File: src/rtl/hazard_pkg.sv
// Shared widths, stage-field struct and instruction slice positions for the
// hazard stage tracker.
package hazard_pkg;

    localparam int REG_W      = 5;
    localparam int OP_W       = 6;
    localparam int NUM_STAGES = 3;

    localparam int OP_HI = 31;
    localparam int OP_LO = 26;
    localparam int RS_HI = 25;
    localparam int RS_LO = 21;
    localparam int RT_HI = 20;
    localparam int RT_LO = 16;

    typedef struct packed {
        logic [REG_W-1:0] reg_dst;
        logic             mem_read;
        logic             reg_write;
    } stage_fields_t;

    localparam stage_fields_t BUBBLE = '0;

    // Only the instruction fields the detector looks at are kept in IF/ID.
    typedef struct packed {
        logic [OP_W-1:0]  op;
        logic [REG_W-1:0] rs;
        logic [REG_W-1:0] rt;
    } ifid_t;

    typedef enum logic [1:0] {
        STAGE_LOAD,
        STAGE_HOLD,
        STAGE_BUBBLE
    } stage_op_t;

    // The most-downstream stalled stage bubbles; stalled stages above it hold.
    function automatic stage_op_t stage_op(input logic stall, input logic stall_dn);
        if (!stall)
            return STAGE_LOAD;
        else if (stall_dn)
            return STAGE_HOLD;
        else
            return STAGE_BUBBLE;
    endfunction

endpackage

File: src/rtl/hazard_stage_tracker_if.sv
// Hazard-unit <-> stage-tracker bundle: commands and decode inputs in,
// per-stage feedback, stall statistics and retire count out.
interface hazard_stage_tracker_if #(parameter int CNT_W = 16);
    import hazard_pkg::*;

    logic [31:0]      Instr_IF;
    logic [REG_W-1:0] RegDst_DEC;
    logic             MemRead_DEC;
    logic             RegWrite_DEC;
    logic             IFID_Write;
    logic             IF_Flush;
    logic             stall_IDEX;
    logic             stall_EXMEM;
    logic             stall_MEMWB;

    logic [REG_W-1:0] Rs_DEC;
    logic [REG_W-1:0] Rt_DEC;
    logic [OP_W-1:0]  Op;
    logic [REG_W-1:0] RegDst_EX;
    logic [REG_W-1:0] RegDst_MEM;
    logic [REG_W-1:0] RegDst_WB;
    logic             MemRead_EX;
    logic             MemRead_MEM;
    logic             MemRead_WB;
    logic             RegWrite_EX;
    logic             RegWrite_MEM;
    logic             RegWrite_WB;
    logic [CNT_W-1:0] StallCycles;
    logic             Deadlock;
    logic [31:0]      Retired;

    modport master (
        output Instr_IF, RegDst_DEC, MemRead_DEC, RegWrite_DEC,
               IFID_Write, IF_Flush, stall_IDEX, stall_EXMEM, stall_MEMWB,
        input  Rs_DEC, Rt_DEC, Op, RegDst_EX, RegDst_MEM, RegDst_WB,
               MemRead_EX, MemRead_MEM, MemRead_WB,
               RegWrite_EX, RegWrite_MEM, RegWrite_WB,
               StallCycles, Deadlock, Retired
    );

    modport slave (
        input  Instr_IF, RegDst_DEC, MemRead_DEC, RegWrite_DEC,
               IFID_Write, IF_Flush, stall_IDEX, stall_EXMEM, stall_MEMWB,
        output Rs_DEC, Rt_DEC, Op, RegDst_EX, RegDst_MEM, RegDst_WB,
               MemRead_EX, MemRead_MEM, MemRead_WB,
               RegWrite_EX, RegWrite_MEM, RegWrite_WB,
               StallCycles, Deadlock, Retired
    );

endinterface

File: src/rtl/hazard_stage_reg.sv
// One pipeline stage register of hazard-relevant fields; bubble beats hold.
// With HAZ_TRACK_VALID_EN it also carries a valid bit.
module hazard_stage_reg
    import hazard_pkg::*;
(
    input  logic          clk,
    input  logic          rst,
    input  stage_fields_t d,
    input  logic          bubble,
    input  logic          hold,
`ifdef HAZ_TRACK_VALID_EN
    input  logic          d_valid,
    output logic          q_valid,
`endif
    output stage_fields_t q
);

    always_ff @(posedge clk) begin
        if (rst)
            q <= BUBBLE;
        else if (bubble)
            q <= BUBBLE;
        else if (!hold)
            q <= d;
    end

`ifdef HAZ_TRACK_VALID_EN
    always_ff @(posedge clk) begin
        if (rst)
            q_valid <= 1'b0;
        else if (bubble)
            q_valid <= 1'b0;
        else if (!hold)
            q_valid <= d_valid;
    end
`endif

endmodule

File: src/rtl/hazard_stage_tracker.sv
// Applies hazard-unit hold/bubble/flush to IF/ID..MEM/WB, feeds stage fields
// back, counts bubble cycles and flags a deadlock. Option: HAZ_TRACK_VALID_EN.
module hazard_stage_tracker
    import hazard_pkg::*;
#(
    parameter int STALL_LIMIT = 16,
    parameter int CNT_W       = 16
) (
    input  logic                   Clk,
    input  logic                   Reset,
    hazard_stage_tracker_if.slave  bus
);

    localparam int RUN_W = $clog2(STALL_LIMIT + 1);

    ifid_t                           ifid_q;
    stage_fields_t                   dec;
    stage_fields_t [NUM_STAGES-1:0]  d;
    stage_fields_t [NUM_STAGES-1:0]  q;
    logic [NUM_STAGES-1:0]           stall;
    logic [NUM_STAGES-1:0]           stall_dn;
    logic [NUM_STAGES-1:0]           bubble;
    logic [NUM_STAGES-1:0]           hold;
    logic                            any_bubble;
    logic [CNT_W-1:0]                stall_cycles;
    logic [RUN_W-1:0]                run_cnt;
    logic                            deadlock;

    // Index 0 = ID/EX, 2 = MEM/WB; MEM/WB has nothing below it.
    assign stall    = {bus.stall_MEMWB, bus.stall_EXMEM, bus.stall_IDEX};
    assign stall_dn = {1'b0, stall[NUM_STAGES-1:1]};
    assign dec      = {bus.RegDst_DEC, bus.MemRead_DEC, bus.RegWrite_DEC};
    assign d        = {q[1], q[0], dec};
    assign any_bubble = |bubble;

`ifdef HAZ_TRACK_VALID_EN
    logic                  ifid_valid;
    logic [NUM_STAGES-1:0] dv;
    logic [NUM_STAGES-1:0] qv;
    logic [31:0]           retired;

    assign dv = {qv[1], qv[0], ifid_valid};
`endif

    always_ff @(posedge Clk) begin
        if (Reset)
            ifid_q <= '0;
        else if (bus.IF_Flush)
            ifid_q <= '0;
        else if (bus.IFID_Write)
            ifid_q <= '{op: bus.Instr_IF[OP_HI:OP_LO],
                        rs: bus.Instr_IF[RS_HI:RS_LO],
                        rt: bus.Instr_IF[RT_HI:RT_LO]};
    end

    for (genvar i = 0; i < NUM_STAGES; i++) begin : g_stage
        stage_op_t sop;
        assign sop       = stage_op(stall[i], stall_dn[i]);
        assign bubble[i] = (sop == STAGE_BUBBLE);
        assign hold[i]   = (sop == STAGE_HOLD);

        hazard_stage_reg u_reg (
            .clk     (Clk),
            .rst     (Reset),
            .d       (d[i]),
            .bubble  (bubble[i]),
            .hold    (hold[i]),
`ifdef HAZ_TRACK_VALID_EN
            .d_valid (dv[i]),
            .q_valid (qv[i]),
`endif
            .q       (q[i])
        );
    end

    // Run counter saturates at the limit so deadlock can be judged on it alone.
    always_ff @(posedge Clk) begin
        if (Reset) begin
            stall_cycles <= '0;
            run_cnt      <= '0;
            deadlock     <= 1'b0;
        end else begin
            if (any_bubble && stall_cycles != {CNT_W{1'b1}})
                stall_cycles <= stall_cycles + 1'b1;
            if (!any_bubble)
                run_cnt <= '0;
            else if (run_cnt != RUN_W'(STALL_LIMIT))
                run_cnt <= run_cnt + 1'b1;
            if (any_bubble && run_cnt >= RUN_W'(STALL_LIMIT - 1))
                deadlock <= 1'b1;
        end
    end

`ifdef HAZ_TRACK_VALID_EN
    always_ff @(posedge Clk) begin
        if (Reset)
            ifid_valid <= 1'b0;
        else if (bus.IF_Flush)
            ifid_valid <= 1'b0;
        else if (bus.IFID_Write)
            ifid_valid <= 1'b1;
    end

    always_ff @(posedge Clk) begin
        if (Reset)
            retired <= '0;
        else if (qv[NUM_STAGES-1])
            retired <= retired + 32'd1;
    end

    assign bus.Retired = retired;
`else
    assign bus.Retired = '0;
`endif

    assign bus.Op           = ifid_q.op;
    assign bus.Rs_DEC       = ifid_q.rs;
    assign bus.Rt_DEC       = ifid_q.rt;
    assign bus.RegDst_EX    = q[0].reg_dst;
    assign bus.MemRead_EX   = q[0].mem_read;
    assign bus.RegWrite_EX  = q[0].reg_write;
    assign bus.RegDst_MEM   = q[1].reg_dst;
    assign bus.MemRead_MEM  = q[1].mem_read;
    assign bus.RegWrite_MEM = q[1].reg_write;
    assign bus.RegDst_WB    = q[2].reg_dst;
    assign bus.MemRead_WB   = q[2].mem_read;
    assign bus.RegWrite_WB  = q[2].reg_write;
    assign bus.StallCycles  = stall_cycles;
    assign bus.Deadlock     = deadlock;

endmodule

File: src/flat_wrapper.sv
// flat-port wrapper written by rule: the top's interface ports become plain ports
module hazard_stage_tracker_flat import hazard_pkg::*;
#(
    parameter int STALL_LIMIT = 16,
    parameter int CNT_W       = 16
)
  (Clk, Reset, bus_Instr_IF, bus_RegDst_DEC, bus_MemRead_DEC, bus_RegWrite_DEC, bus_IFID_Write, bus_IF_Flush, bus_stall_IDEX, bus_stall_EXMEM, bus_stall_MEMWB, bus_Rs_DEC, bus_Rt_DEC, bus_Op, bus_RegDst_EX, bus_RegDst_MEM, bus_RegDst_WB, bus_MemRead_EX, bus_MemRead_MEM, bus_MemRead_WB, bus_RegWrite_EX, bus_RegWrite_MEM, bus_RegWrite_WB, bus_StallCycles, bus_Deadlock, bus_Retired);
  hazard_stage_tracker_if #(.CNT_W(CNT_W)) bus_i ();
  input  logic Clk;
  input  logic Reset;
  input wire logic [$bits(bus_i.Instr_IF)-1:0] bus_Instr_IF;
  input wire logic [$bits(bus_i.RegDst_DEC)-1:0] bus_RegDst_DEC;
  input wire logic [$bits(bus_i.MemRead_DEC)-1:0] bus_MemRead_DEC;
  input wire logic [$bits(bus_i.RegWrite_DEC)-1:0] bus_RegWrite_DEC;
  input wire logic [$bits(bus_i.IFID_Write)-1:0] bus_IFID_Write;
  input wire logic [$bits(bus_i.IF_Flush)-1:0] bus_IF_Flush;
  input wire logic [$bits(bus_i.stall_IDEX)-1:0] bus_stall_IDEX;
  input wire logic [$bits(bus_i.stall_EXMEM)-1:0] bus_stall_EXMEM;
  input wire logic [$bits(bus_i.stall_MEMWB)-1:0] bus_stall_MEMWB;
  output wire logic [$bits(bus_i.Rs_DEC)-1:0] bus_Rs_DEC;
  output wire logic [$bits(bus_i.Rt_DEC)-1:0] bus_Rt_DEC;
  output wire logic [$bits(bus_i.Op)-1:0] bus_Op;
  output wire logic [$bits(bus_i.RegDst_EX)-1:0] bus_RegDst_EX;
  output wire logic [$bits(bus_i.RegDst_MEM)-1:0] bus_RegDst_MEM;
  output wire logic [$bits(bus_i.RegDst_WB)-1:0] bus_RegDst_WB;
  output wire logic [$bits(bus_i.MemRead_EX)-1:0] bus_MemRead_EX;
  output wire logic [$bits(bus_i.MemRead_MEM)-1:0] bus_MemRead_MEM;
  output wire logic [$bits(bus_i.MemRead_WB)-1:0] bus_MemRead_WB;
  output wire logic [$bits(bus_i.RegWrite_EX)-1:0] bus_RegWrite_EX;
  output wire logic [$bits(bus_i.RegWrite_MEM)-1:0] bus_RegWrite_MEM;
  output wire logic [$bits(bus_i.RegWrite_WB)-1:0] bus_RegWrite_WB;
  output wire logic [$bits(bus_i.StallCycles)-1:0] bus_StallCycles;
  output wire logic [$bits(bus_i.Deadlock)-1:0] bus_Deadlock;
  output wire logic [$bits(bus_i.Retired)-1:0] bus_Retired;
  assign bus_i.Instr_IF = bus_Instr_IF;
  assign bus_i.RegDst_DEC = bus_RegDst_DEC;
  assign bus_i.MemRead_DEC = bus_MemRead_DEC;
  assign bus_i.RegWrite_DEC = bus_RegWrite_DEC;
  assign bus_i.IFID_Write = bus_IFID_Write;
  assign bus_i.IF_Flush = bus_IF_Flush;
  assign bus_i.stall_IDEX = bus_stall_IDEX;
  assign bus_i.stall_EXMEM = bus_stall_EXMEM;
  assign bus_i.stall_MEMWB = bus_stall_MEMWB;
  assign bus_Rs_DEC = bus_i.Rs_DEC;
  assign bus_Rt_DEC = bus_i.Rt_DEC;
  assign bus_Op = bus_i.Op;
  assign bus_RegDst_EX = bus_i.RegDst_EX;
  assign bus_RegDst_MEM = bus_i.RegDst_MEM;
  assign bus_RegDst_WB = bus_i.RegDst_WB;
  assign bus_MemRead_EX = bus_i.MemRead_EX;
  assign bus_MemRead_MEM = bus_i.MemRead_MEM;
  assign bus_MemRead_WB = bus_i.MemRead_WB;
  assign bus_RegWrite_EX = bus_i.RegWrite_EX;
  assign bus_RegWrite_MEM = bus_i.RegWrite_MEM;
  assign bus_RegWrite_WB = bus_i.RegWrite_WB;
  assign bus_StallCycles = bus_i.StallCycles;
  assign bus_Deadlock = bus_i.Deadlock;
  assign bus_Retired = bus_i.Retired;
  hazard_stage_tracker #(.STALL_LIMIT(STALL_LIMIT), .CNT_W(CNT_W)) u_core (.Clk(Clk), .Reset(Reset), .bus(bus_i));
endmodule
File: config.mk
export PLATFORM = sky130hd
export DESIGN_NAME = hazard_stage_tracker_flat
export DESIGN_NICKNAME = d
export VERILOG_FILES = /design/src/rtl/hazard_pkg.sv /design/src/rtl/hazard_stage_tracker_if.sv /design/src/rtl/hazard_stage_reg.sv /design/src/rtl/hazard_stage_tracker.sv /design/src/flat_wrapper.sv
export SDC_FILE = /design/constraint.sdc
export NUM_CORES = 1
export LEC_CHECK = 0
export BUFFER_PORTS_ARGS = -buffer_cell sky130_fd_sc_hd__buf_2
export CAP_MARGIN = 20
export CORE_MARGIN = 1
export CORE_UTILIZATION = 45
export DETAILED_ROUTE_END_ITERATION = 16
export PLACE_DENSITY = 0.79
export SYNTH_ARGS = -nofsm -noshare
export SYNTH_HDL_FRONTEND = slang
export SYNTH_SLANG_ARGS = --single-unit
File: constraint.sdc
create_clock -name Clk -period 2.3 [get_ports Clk]
set_input_delay 0.46 -clock Clk [delete_from_list [all_inputs] [get_ports Clk]]
set_output_delay 0.46 -clock Clk [all_outputs]
set_load 0.005 [all_outputs]
==> metrics.yaml <==
vias_per_cell: 4.97
critPathMaxStageDelay_ns: 0.56
first_global_vias: 1979
clockBufferDepth: 2
nets: 424
grt_antenna_before_repair: 0
ys_seq_area_share_pct: 44.8
worstMarginPinSlew_ns: 0.874
path_delay_family: "simple AND/OR/NAND/NOR gates"
wl_per_cell_um: 11.7
dr.pass1.iters: 4
synth_top_area_share_pct: 44.8
final_common_cell: "buf_2"
path_max_fanout: 12
netlist_area_um2: 2640
finalHoldViolCount: 0
grt_overflow: 0
clkSinkCount: 59
grt_first_pass_wirelength_um: 8710
dpl.hpwl_um: 3860
avgSynthCellArea_um2: 9.00
setup_violations: 0
synth_top_area_cell: "dfxtp_1"
ys_ff_latch: 59
p_per_area_nw_per_um2: 684
arrival_ns: 2.16
fin_tns_setup_ns: 0
drc_errors: 0
worstHoldPathType: "primary input to flop"
drive_above_1_share_pct: 27.4
root_buffer: "clkbuf_8"
drt_iter0_markers: 83
worstSetupPathType: "flop to flop"
vdd_drop_max_mv: 0.319
io-pin-count: 132
nFillCells: 499
dieArea_um2: 6170
initial_utilization_pct: 47.3
port_buffers: 83
fin_util_pct: 57.0
coreArea_um2: 5570
crit_chain: "ha_1 -> nand3_1 -> nand2b_1 -> or4_1 -> a21oi_1"
maxSlewHeadroom_pct: 40.9
wirelength_um: 5290
path_buf_inv: 0
endpoint_kind: "flop"
timing.final.crit_period_ns: 1.91
track_usage_pct: 18.1
post_cts_buffers: 0
die_w_um: 78.5
gp_congestion: 0.874
yosysWarnings: 0
cts_max_level: 3
syn_inst: 293
fmax_mhz: 524
drv_slew: 0
clock_skew_ns: 0.00761
die_y_um: 78.5
yosysUniqueCellTypes: 35
crit_slowest_cell: "or4_1"
rsz0062_at_grt: "false"
vias: 2241
num_antenna_cells: 0
grt_max_degree: 35
row_count: 27
cp_data_required_time_ns: 2.55
hold_buffers: 0
worst_setup_path_start_kind: "flop"
regArea_um2: 1180
maxCapViolations: 0
multi_input_area_um2: 1250
clkLatencyLatePin_ns: 0.33
synthTopCellsByArea: "dfxtp_1, buf_4, mux2i_1, a21oi_1, nand2b_1"
p_leak_nw: 1.47
syn_to_final_growth_pct: 20.6
clk_pin_slew_ns: 0.07
cts_tree: "yes"
status: "finished, final reports clean"
cts_resized: 0
final_cell_mix: "buf_2, dfxtp_1, conb_1"
ant_nets: 0
cts_buffers: 9
fin_crit_sh_pct: 83.0
## worst paths after layout
kind / from / end / slack [ns] / depth (start not counted)
max: u_core.bus.StallCycles[0]$_SDFFE_PP0P_ / u_core.bus.StallCycles[8]$_SDFFE_PP0P_ / 0.39 / 5
min: bus_Instr_IF[24] / u_core.bus.Rs_DEC[3]$_SDFFE_PP0P_ / 0.37 / 3
max reg2reg: u_core.bus.StallCycles[0]$_SDFFE_PP0P_ / u_core.bus.StallCycles[8]$_SDFFE_PP0P_ / 0.39 / 5
min reg2reg: u_core.g_stage[1].u_reg.q[6]$_SDFFE_PP0P_ / u_core.g_stage[1].u_reg.q[6]$_SDFFE_PP0P_ / 0.47 / 2
## cells by family (layout without fill, tap and decap cells)
group                    count (synthesis)  count (layout)  share of synthesized area (%)
multiplexers                            17              17                           6.45
AO/OA/AOI/OAI                           47              47                           10.2
AND/OR/NAND/NOR                        108             108                           23.2
flip-flops                              59              59                           44.8
other                                    1              32                          0.142
XOR/XNOR                                 3               3                          0.997
adder cells (fa/ha/maj)                  4               4                           1.90
buffers and inverters                   54             109                           12.3
## flip-flops by register name, indices dropped and copies added, names as in the netlist
signal and flops:
u_core.g_stage.u_reg.q 21, u_core.bus.StallCycles 16, u_core.bus.Op 6, u_core.bus.Rs_DEC 5, u_core.bus.Rt_DEC 5, u_core.run_cnt 5, u_core.bus.Deadlock 1
## tightest hold or removal path, stage by stage
cell and delay [ns]:
buf_2 0.07, mux2i_1 0.05, nor2_1 0.08
## synthesized netlist by cell type, drive strengths merged
master and n:
a21oi 30, and2 7, and3 2, and4b 1
buf 36, clkbuf 10, conb 1, dfxtp 59
ha 4, inv 8, mux2i 17, nand2 7
nand2b 15, nand3 18, nand3b 1, nand4 8
nor2 24, nor2b 1, nor3 5, nor4 2
nor4b 1, o21ai 6, o311a 2, o31ai 8
o41ai 1, or2 1, or3 6, or3b 1
or4 8, xnor2 2, xor2 1
## area by class of cell
type	count	area share, %
Clock buffer	10	4.33
Sequential cell	59	37.2
Multi-Input combinational cell	211	39.2
Timing Repair Buffer	85	13.5
Clock inverter	6	2.01
Inverter	8	0.945
Tap cell	72	2.83
## power by group
group	internal, mW	total [mW]	switching (mW)	leakage, nW
sequential	1.05	1.07	0.0222	0.479
clock	0.529	0.941	0.412	0.0987
combinational	0.0724	0.162	0.0897	0.888
## metal layers
layer | vias up | global-route usage [%] | part of all wire [%]
li1 | 1124 | - | -
met1 | 1019 | 20.8 | 44
met2 | 92 | 30.6 | 48
met3 | 6 | 4.42 | 7.3
met4 | 0 | 9.81 | 0.87
met5 | - | 0 | 0
## metrics by stage
| stage | instance area [µm²] | total power [mW] | cells | hold slack (ns) | worst slack, ns |
|---|---|---|---|---|---|
| 2_1_floorplan | 2750 | 1.23 | 324 | 0.464 | 0.492 |
| 3_3_place_gp | 2980 | 1.25 | 435 | 0.465 | 0.331 |
| 3_5_place_dp | 2980 | 1.26 | 435 | 0.467 | 0.291 |
| 4_1_cts | 3180 | 2.20 | 451 | 0.359 | 0.393 |
| 5_1_grt | 3180 | 2.28 | 451 | 0.368 | 0.280 |
| 6_report | 3180 | 2.17 | 451 | 0.369 | 0.392 |
(Power assumes the default switching activity.)
